<file path="src/rtl/otter_pkg.sv">
// Shared OTTER definitions: opcode encodings, control-unit states and the
// func3 value that marks privileged SYSTEM instructions (mret).
package otter_pkg;

    typedef enum logic [6:0] {
        LOAD   = 7'b0000011,
        STORE  = 7'b0100011,
        BRANCH = 7'b1100011,
        JALR   = 7'b1100111,
        JAL    = 7'b1101111,
        LUI    = 7'b0110111,
        AUIPC  = 7'b0010111,
        OP_IMM = 7'b0010011,
        OP_RG3 = 7'b0110011,
        SYSTEM = 7'b1110011
    } opcode_t;

    typedef enum logic [2:0] {
        st_INIT = 3'd0,
        st_FET  = 3'd1,
        st_EX   = 3'd2,
        st_MEM  = 3'd3,
        st_WB   = 3'd4,
        st_INTR = 3'd5
    } cu_state_t;

    localparam logic [2:0] FUNC3_PRIV = 3'b000;

endpackage

</file>
<file path="src/rtl/otter_cu_fsm.sv">
// Multi-cycle OTTER control unit: sequences fetch, execute, memory and
// writeback, stalls on memory ready, and enters the trap handler at
// instruction boundaries. Outputs are decoded combinationally from the
// present state and the current inputs.
module otter_cu_fsm
    import otter_pkg::*;
#(
    parameter int unsigned INIT_CYCLES   = 1,
    parameter bit          MEM_HANDSHAKE = 1'b1,
    parameter bit          INTR_EN       = 1'b1
) (
    input  logic       clk,
    input  logic       RST_N,
    input  logic       intr,
    input  logic       mie,
    input  logic [6:0] opcode,
    input  logic [2:0] func3,
    input  logic       mem_ready1,
    input  logic       mem_ready2,
    output logic       PC_WE,
    output logic       RF_WE,
    output logic       memWE2,
    output logic       memRDEN1,
    output logic       memRDEN2,
    output logic       csr_WE,
    output logic       int_taken,
    output logic       mret_exec,
    output logic       reset
);

    localparam logic [3:0] INIT_LAST = 4'(INIT_CYCLES - 1);

    cu_state_t  ps_q;
    cu_state_t  ns_d;
    logic [3:0] init_cnt_q;
    logic       rdy1;
    logic       rdy2;
    logic       take_int;
    opcode_t    op;

    // With single-cycle memory the ready inputs are ignored entirely.
    assign rdy1     = MEM_HANDSHAKE ? mem_ready1 : 1'b1;
    assign rdy2     = MEM_HANDSHAKE ? mem_ready2 : 1'b1;
    // Only consulted in end-of-instruction cycles below.
    assign take_int = INTR_EN && intr && mie;
    assign op       = opcode_t'(opcode);

    // State register and reset-hold counter; counter runs only while in INIT.
    always_ff @(posedge clk or negedge RST_N) begin
        if (!RST_N) begin
            ps_q       <= st_INIT;
            init_cnt_q <= 4'd0;
        end else begin
            ps_q <= ns_d;
            if (ps_q == st_INIT && ns_d == st_INIT)
                init_cnt_q <= init_cnt_q + 4'd1;
            else
                init_cnt_q <= 4'd0;
        end
    end

    // Next-state and output decode; every output defaults low in each state.
    always_comb begin
        ns_d      = st_INIT;
        PC_WE     = 1'b0;
        RF_WE     = 1'b0;
        memWE2    = 1'b0;
        memRDEN1  = 1'b0;
        memRDEN2  = 1'b0;
        csr_WE    = 1'b0;
        int_taken = 1'b0;
        mret_exec = 1'b0;
        reset     = 1'b0;
        case (ps_q)
            st_INIT: begin
                reset = 1'b1;
                ns_d  = (init_cnt_q == INIT_LAST) ? st_FET : st_INIT;
            end
            st_FET: begin
                memRDEN1 = 1'b1;
                ns_d     = rdy1 ? st_EX : st_FET;
            end
            st_EX: begin
                // Default: instruction completes this cycle.
                ns_d = take_int ? st_INTR : st_FET;
                case (op)
                    LOAD: begin
                        memRDEN2 = 1'b1;
                        ns_d     = st_MEM;
                    end
                    STORE: begin
                        memWE2 = 1'b1;
                        if (rdy2) PC_WE = 1'b1;
                        else      ns_d  = st_EX;
                    end
                    BRANCH: PC_WE = 1'b1;
                    JALR, JAL, LUI, AUIPC, OP_IMM, OP_RG3: begin
                        PC_WE = 1'b1;
                        RF_WE = 1'b1;
                    end
                    SYSTEM: begin
                        PC_WE = 1'b1;
                        if (func3 == FUNC3_PRIV) begin
                            mret_exec = 1'b1;
                        end else begin
                            RF_WE  = 1'b1;
                            csr_WE = 1'b1;
                        end
                    end
                    default: PC_WE = 1'b1;
                endcase
            end
            st_MEM: begin
                memRDEN2 = 1'b1;
                ns_d     = rdy2 ? st_WB : st_MEM;
            end
            st_WB: begin
                RF_WE = 1'b1;
                PC_WE = 1'b1;
                ns_d  = take_int ? st_INTR : st_FET;
            end
            st_INTR: begin
                int_taken = 1'b1;
                PC_WE     = 1'b1;
                ns_d      = st_FET;
            end
            default: ns_d = st_INIT;
        endcase
    end

endmodule
</file>
<file path="config.mk">
export PLATFORM = sky130hd
export DESIGN_NAME = otter_cu_fsm
export DESIGN_NICKNAME = d
export VERILOG_FILES = /design/src/rtl/otter_pkg.sv /design/src/rtl/otter_cu_fsm.sv
export SDC_FILE = /design/constraint.sdc
export NUM_CORES = 1
export LEC_CHECK = 0
export ABC_AREA = 1
export BUFFER_PORTS_ARGS = -buffer_cell sky130_fd_sc_hd__buf_2
export CORE_MARGIN = 3
export CORE_UTILIZATION = 43
export CTS_BUF_LIST = sky130_fd_sc_hd__clkbuf_8
export CTS_CLUSTER_SIZE = 28
export DETAILED_ROUTE_END_ITERATION = 6
export PLACE_DENSITY = 0.73
export SYNTH_ARGS = -nofsm -noshare
export SYNTH_HDL_FRONTEND = slang
export SYNTH_SLANG_ARGS = --single-unit
</file>
<file path="constraint.sdc">
create_clock -name clk -period 2.3 [get_ports clk]
set_input_delay 0.46 -clock clk [delete_from_list [all_inputs] [get_ports clk]]
set_output_delay 0.46 -clock clk [all_outputs]
set_load 0.02 [all_outputs]
</file>
==> results of run 1 <==
==> layout make-up <==
class	instances	area, µm²
well taps	14	17.5
repair buffers	24	120
multi-input cells	63	352
fillers	111	424
clock buffers	3	41.3
clock inverters	1	3.75
flip-flops and latches	7	175
inverters	18	67.6
==> sequential cells by signal, summed over array words and instances, names as in the netlist <==
register,count
init_cnt_q,4
ps_q,3
==> stage by stage <==
stage	utilization, %	cells	power (µW)	setup WS (ps)	hold slack (ps)
CTS	64.7	130	793	405	55.2
detailed placement	60.9	126	617	514	298
global placement	60.9	126	613	542	295
finish	64.7	130	782	410	53.6
global route	64.7	130	846	246	62.3
floorplan	-	88	513	613	164
==> synthesized netlist by cell type <==
cell type / instances
nand4_1: 2
o21ai_0: 1
nand2_2: 2
nand3_1: 6
nor2_2: 7
xor2_1: 1
nand2_1: 23
nor2_4: 1
nand2_4: 2
o21ai_1: 1
dfrtp_1: 7
xnor2_1: 1
inv_1: 14
nor3_2: 1
clkinv_1: 1
a21oi_1: 3
nor3_1: 1
and3_1: 1
inv_2: 3
nand3_4: 1
ha_1: 2
nor2_1: 7
==> cells in the final DEF (no fill, tap or decap), drive strengths merged, types with 2 or more instances in the layout <==
cell type  Yosys  final
nand2         27     27
buf            0     24
inv           17     18
nor2          15     15
dfrtp          7      7
nand3          7      7
a21oi          3      3
clkbuf         0      3
nand4          2      2
ha             2      2
nor3           2      2
o21ai          2      2
==> logic make-up after synthesis <==
family	count (synthesis)	synth area share [%]
adder cells (fa/ha/maj)	2	4.21
XOR/XNOR	2	2.95
buffers and inverters	18	11.4
AO/OA/AOI/OAI	5	4.21
AND/OR/NAND/NOR	54	47.8
flip-flops	7	29.5
==> metal layers <==
metal / vias up / part of all wire (%)
met1: 253 / 45
li1: 325 / -
met5: - / 0
met2: 21 / 44
met3: 2 / 9.4
met4: 0 / 0.93
==> power groups by stage <==
stage	clock [µW]	sequential, µW	combinational (µW)
after global routing	180	204	461
final	167	199	417
after detailed placement	0	199	418
after CTS	171	199	422
after global placement	0	198	415
after floorplan	0	192	321
==> worst reg2reg max path: cells and delay by family (launching register included) <==
kind	cells	cell delay, ps
and+or+nand+nor	6	730
DFF	1	420
==> worst paths after layout <==
check | end | slack (ps) | cells after the start
min in group clk | ps_q[2] | 460 | 3
hold / removal | init_cnt_q[2] | 50 | 1
setup / recovery | csr_WE | 410 | 6
max in group asynchronous | ps_q[0] | 2090 | 1
hold reg to reg | init_cnt_q[0] | 500 | 1
setup reg to reg | init_cnt_q[0] | 1030 | 6
==> impl_metrics.yaml, run 1 <==
timing:
  fin_skew_ps: 5.67
  max_freq_mhz: 529
  finalCriticalPeriod_ps: 1890
  slew_headroom_pct: 79.0
  setup-tns-final_ps: 0
  finalSetupViolCount: 0
  hold_violations: 0
  fin_crit_sh_pct: 82.2
  drv_slew: 0
  worstMarginPinSlew_ps: 314
  rsz0062_at_grt: "no"
floorplanning:
  dieArea_um2: 1860
  row_count: 12
  coreArea_um2: 1200
  io_pins: 25
  initial_utilization_pct: 49.5
  die_w_um: 43.2
  die_h_um: 43.2
route:
  ant_nets: 0
  num_vias: 601
  dr.pass1.iters: 4
  totalWireLength_um: 1180
  routedWlPerCell_um: 9.10
  drt_iter0_markers: 9
  post-route-drc-count: 0
  avgViaCountPerCell: 4.62
critical_path:
  end_kind: "primary output"
  crit_type: "reg -> out"
  critPathTopFamily: "flip-flops"
  reg2reg_from: "ps_q[2]"
  crit_start: "ps_q[2]"
  slowest_stage: "dfrtp_1"
  critPathBufInv: 2
  path_cells: "inv_2 -> nand2_4 -> nor2_2 -> nand4_1 -> a21oi_1 -> buf_2"
  arrival_ps: 1430
  start_kind: "flop"
  cp.required_ps: 1840
  cp_max_fo: 6
  max_stage_delay_ps: 420
global_routing:
  grt_pass1_vias: 496
  antenna_found_initial: 0
  grt_pass1_wl_um: 1970
  globalRouteOverflowTotal: 0
  grt.busiest_layer: "met2"
  use_met3_pct: 5.08
  use_met1_pct: 19.5
  grt_usage_pct: 14.0
  grt_max_degree: 8
  grtUsageMet2_pct: 20.1
place:
  gp_congestion: 0.852
  placed_cell_area_um2: 732
  port_buffers: 24
  dpl.hpwl_um: 980
synth:
  seq_area_frac_synth_pct: 29.5
  synthCells: 88
  netlist_top_cells_area: "dfrtp_1 29%, nand2_1 15%, inv_1 8.8%"
  synth_nets: 106
  yosysWarnings: 0
  synthDistinctLibCells: 22
  synth_top_area_cell: "dfrtp_1"
  netlist_area_um2: 594
  avgSynthCellArea_um2: 6.75
  synth_seq_cells: 7
  synth_top_area_share_pct: 29.5
outcome:
  status: "complete, no violations"
power:
  switching_share_pct: 47.3
  ir_drop_v: 0.000624
  p_seq_share_pct: 25.4
  switchingPower_uw: 371
  p_int_uw: 412
  power_frac_clock_pct: 21.3
  pwr-share-comb_pct: 53.3
  pwr_density_cell_nw_per_um2: 1010
  p_leak_uw: 0.000472
clock_network:
  clkLatencyLatePin_ps: 230
  h-tree-depth: 1
  cts.sinks: 7
  cts-resized-gates: 0
  cts_hold_buffers: 0
  cts_setup_buffers: 0
  clk_pin_slew_worst_paths_ps: 40
  cts_root_buf: "clkbuf_8"
  cts_buffer_depth: 2
  cts_buffers: 3
  cts_tree: "built"
finish:
  n_antenna_cell: 0
  layout-drive-gt1-share_pct: 37.9
  area_growth_pct: 30.7
  fin_area_um2: 777
  num-nets-final: 135
job:
  drv_cap: 0
min_path:
  holdCritPathClass: "in -> async"
(Power assumes the default switching activity.)
==> run 2: changes to the inputs <==
--- a/config.mk
+++ b/config.mk
@@ -5,14 +5,14 @@
 export SDC_FILE = /design/constraint.sdc
 export NUM_CORES = 1
 export LEC_CHECK = 0
-export ABC_AREA = 1
+export ABC_AREA = 0
 export BUFFER_PORTS_ARGS = -buffer_cell sky130_fd_sc_hd__buf_2
-export CORE_MARGIN = 3
-export CORE_UTILIZATION = 43
+export CORE_AREA = 3 3 40 42
 export CTS_BUF_LIST = sky130_fd_sc_hd__clkbuf_8
 export CTS_CLUSTER_SIZE = 28
 export DETAILED_ROUTE_END_ITERATION = 6
-export PLACE_DENSITY = 0.73
+export DIE_AREA = 0 0 43 45
+export PLACE_DENSITY = 0.72
 export SYNTH_ARGS = -nofsm -noshare
 export SYNTH_HDL_FRONTEND = slang
 export SYNTH_SLANG_ARGS = --single-unit
==> constraint.sdc (replaced) <==
create_clock -name clk -period 1.9 [get_ports clk]
set_input_delay 0.38 -clock clk [delete_from_list [all_inputs] [get_ports clk]]
set_output_delay 0.38 -clock clk [all_outputs]
set_load 0.02 [all_outputs]
==> run 2 against run 1 <==
  * The run now ends with setup timing left
  * Via count up 2.8%
  * Hold slack better by 420 ps
  * Non-clock buffer count up 11
  * Critical path type unchanged
  * Largest cell class unchanged
==> impl_metrics.yaml, run 2 <==
route:
  wl_met1_um: 604
  drt_iter0_markers: 11
  ant_nets: 0
  totalWireLength_um: 1500
  routedWlPerCell_um: 12.7
  num_vias: 618
  maxUsedRoutingLayer: "met4"
  wl_met2_um: 802
  dr.pass1.iters: 4
  avgViaCountPerCell: 5.24
  wl_met3_um: 69
  post-route-drc-count: 0
timing:
  rsz0062_at_grt: "yes"
  setup-tns-final_ps: -722
  worstMarginPinSlew_ps: 394
  fin_crit_sh_pct: 112
  hold_violations: 0
  fin_skew_ps: 2.19
  finalSetupViolCount: 6
  finalCriticalPeriod_ps: 2120
  slew_headroom_pct: 73.5
  layout_setup_ws_ps: -225
  drv_slew: 0
  max_freq_mhz: 471
critical_path:
  r2r_slack_ps: 390
  cp_max_fo: 2
  max_stage_delay_ps: 420
  crit_type: "reg -> out"
  slowest_stage: "or3b_4"
  end_kind: "primary output"
  cp_common_cell: "nor4_4"
  critPathBufInv: 1
  cp.required_ps: 1520
  critPathTopFamily: "simple AND/OR/NAND/NOR gates"
  path_cells: "or3b_4 -> nor4_4 -> nand3_2 -> nor4_4 -> buf_4"
  arrival_ps: 1740
  start_kind: "flop"
finish:
  final_cell_mix: "17 x buf_2, 12 x buf_4, 8 x nor2_1, 7 x dfrtp_1, 6 x inv_1"
  layout-drive-gt1-share_pct: 46.6
  reg_top3: "init_cnt_q (4), ps_q (3)"
  final_common_cell: "buf_2"
  area_growth_pct: 60.8
  final_cells: 118
  num-nets-final: 122
  largest_reg_flops: 4
  n_antenna_cell: 0
  top_register: "init_cnt_q"
floorplanning:
  die_h_um: 45
  coreArea_um2: 1280
  row_count: 13
  die_w_um: 43
  io_pins: 25
  dieArea_um2: 1940
  initial_utilization_pct: 43.2
global_routing:
  grt_pass1_vias: 589
  globalRouteOverflowTotal: 0
  grt_usage_pct: 17.2
  grt_max_degree: 11
  antenna_found_initial: 0
  grt_pass1_wl_um: 2440
synth:
  synth_top_area_cell: "dfrtp_1"
  synth_top_area_share_pct: 31.5
  yosysMostFrequentCell: "nor2_1"
  netlist_top_cells_area: "dfrtp_1 32%, nor2_1 6.1%, ha_1 4.5%"
  synth-edff-count: 0
  synth_nets: 84
  synthTopCellsByCount: "9 x nor2_1, 7 x dfrtp_1, 5 x inv_1, 5 x nor3_1, 4 x nand2_1"
  synth_ff_type: "dfrtp_1"
  synthCells: 66
  synth_seq_cells: 7
  avgSynthCellArea_um2: 8.42
  yosysWarnings: 0
  seq_area_frac_synth_pct: 31.5
  synthDistinctLibCells: 33
  ys_async_sr_fraction_pct: 100
  netlist_area_um2: 556
clock_network:
  cts.sinks: 7
  clk_pin_slew_worst_paths_ps: 40
  clkLatencyLatePin_ps: 230
  h-tree-depth: 1
  cts_buffer_depth: 2
  cts_root_buf: "clkbuf_8"
  cts_buffers: 3
  cts_tree: "built"
min_path:
  holdCritPathClass: "in -> reg"
power:
  pwr_density_cell_nw_per_um2: 1030
  p_leak_uw: 0.000444
  power_uw: 920
  ir_drop_v: 0.000489
outcome:
  status: "finished with violations"
  violations: "setup timing"
job:
  drv_cap: 0
place:
  gp_congestion: 0.761
  dpl.hpwl_um: 1130
  dp.cells: 110
  port_buffers: 24
==> run 2: worst paths after layout <==
| check | start | to | cells after the start |
|---|---|---|---|
| max reg2reg | init_cnt_q[0] | ps_q[0] | 6 |
| max | ps_q[2] | mret_exec | 5 |
| min in group asynchronous | RST_N | ps_q[2] | 2 |
| min reg2reg | init_cnt_q[0] | init_cnt_q[0] | 1 |
| min | mie | ps_q[2] | 3 |
| max in group asynchronous | RST_N | init_cnt_q[2] | 2 |
==> run 2: power breakdown <==
group / total, µW / internal (µW) / switching (µW)
combinational: 526 / 232 / 294
sequential: 191 / 178 / 12.8
clock: 204 / 140 / 64.0
total: 920 / 549 / 371
==> run 2: metal layers <==
| layer | global-route usage [%] | up-vias |
|---|---|---|
| met5 | 0 | - |
| met4 | 10.8 | 0 |
| met3 | 2.39 | 2 |
| met2 | 31.7 | 24 |
| met1 | 18.5 | 286 |
| li1 | - | 306 |
==> run 2: kinds of logic (layout without fill, tap and decap cells) <==
logic type | Yosys count | in the layout | share of synthesized area [%]
DFF | 7 | 7 | 31.5
muxes | 1 | 1 | 1.80
adders and majority gates | 2 | 2 | 4.50
and+or+nand+nor | 35 | 35 | 38.3
xor gates and xnor gates | 2 | 2 | 3.15
AOI/OAI and AO/OA | 12 | 12 | 14.6
buffers and inverters | 7 | 44 | 6.08
==> run 2: repair_timing <==
| action | 4_1_cts | 5_1_grt |
|---|---|---|
| hold buffers | 1 | 0 |
| hold endpoints to repair | 7 | 0 |
| setup endpoints to repair | 6 | 6 |
| gates resized for setup | 6 | 13 |
| pin swaps | 1 | 4 |
| setup buffers | 0 | 3 |
==> run 2: cell type report <==
class                      instances  area (µm²)
multi-input combinational         52         394
fill                             110         392
timing repair buffer              35         241
sequential                         7         175
clock buffer                       3        41.3
inverter                           5        18.8
tap                               15        18.8
clock inverter                     1        3.75
==> run 2: worst register-to-register path, cell delays in order (launching register included) <==
cell	delay (ps)
dfrtp_1	400
inv_1	70
ha_1	130
or3b_2	460
nor2_1	120
nor2_1	60
o221ai_1	180
==> run 2: through the flow <==
| step | hold slack [ps] | utilization (%) | area [µm²] | worst slack [ps] |
|---|---|---|---|---|
| finish | 472 | 69.5 | 893 | -225 |
| global route | 468 | 69.5 | 893 | -287 |
| CTS | 462 | 63.5 | 816 | -229 |
| detailed placement | 219 | 57.6 | 741 | -97.3 |
| global placement | 217 | 57.6 | 741 | -77.2 |
| floorplan | 84.4 | - | 564 | -72.3 |
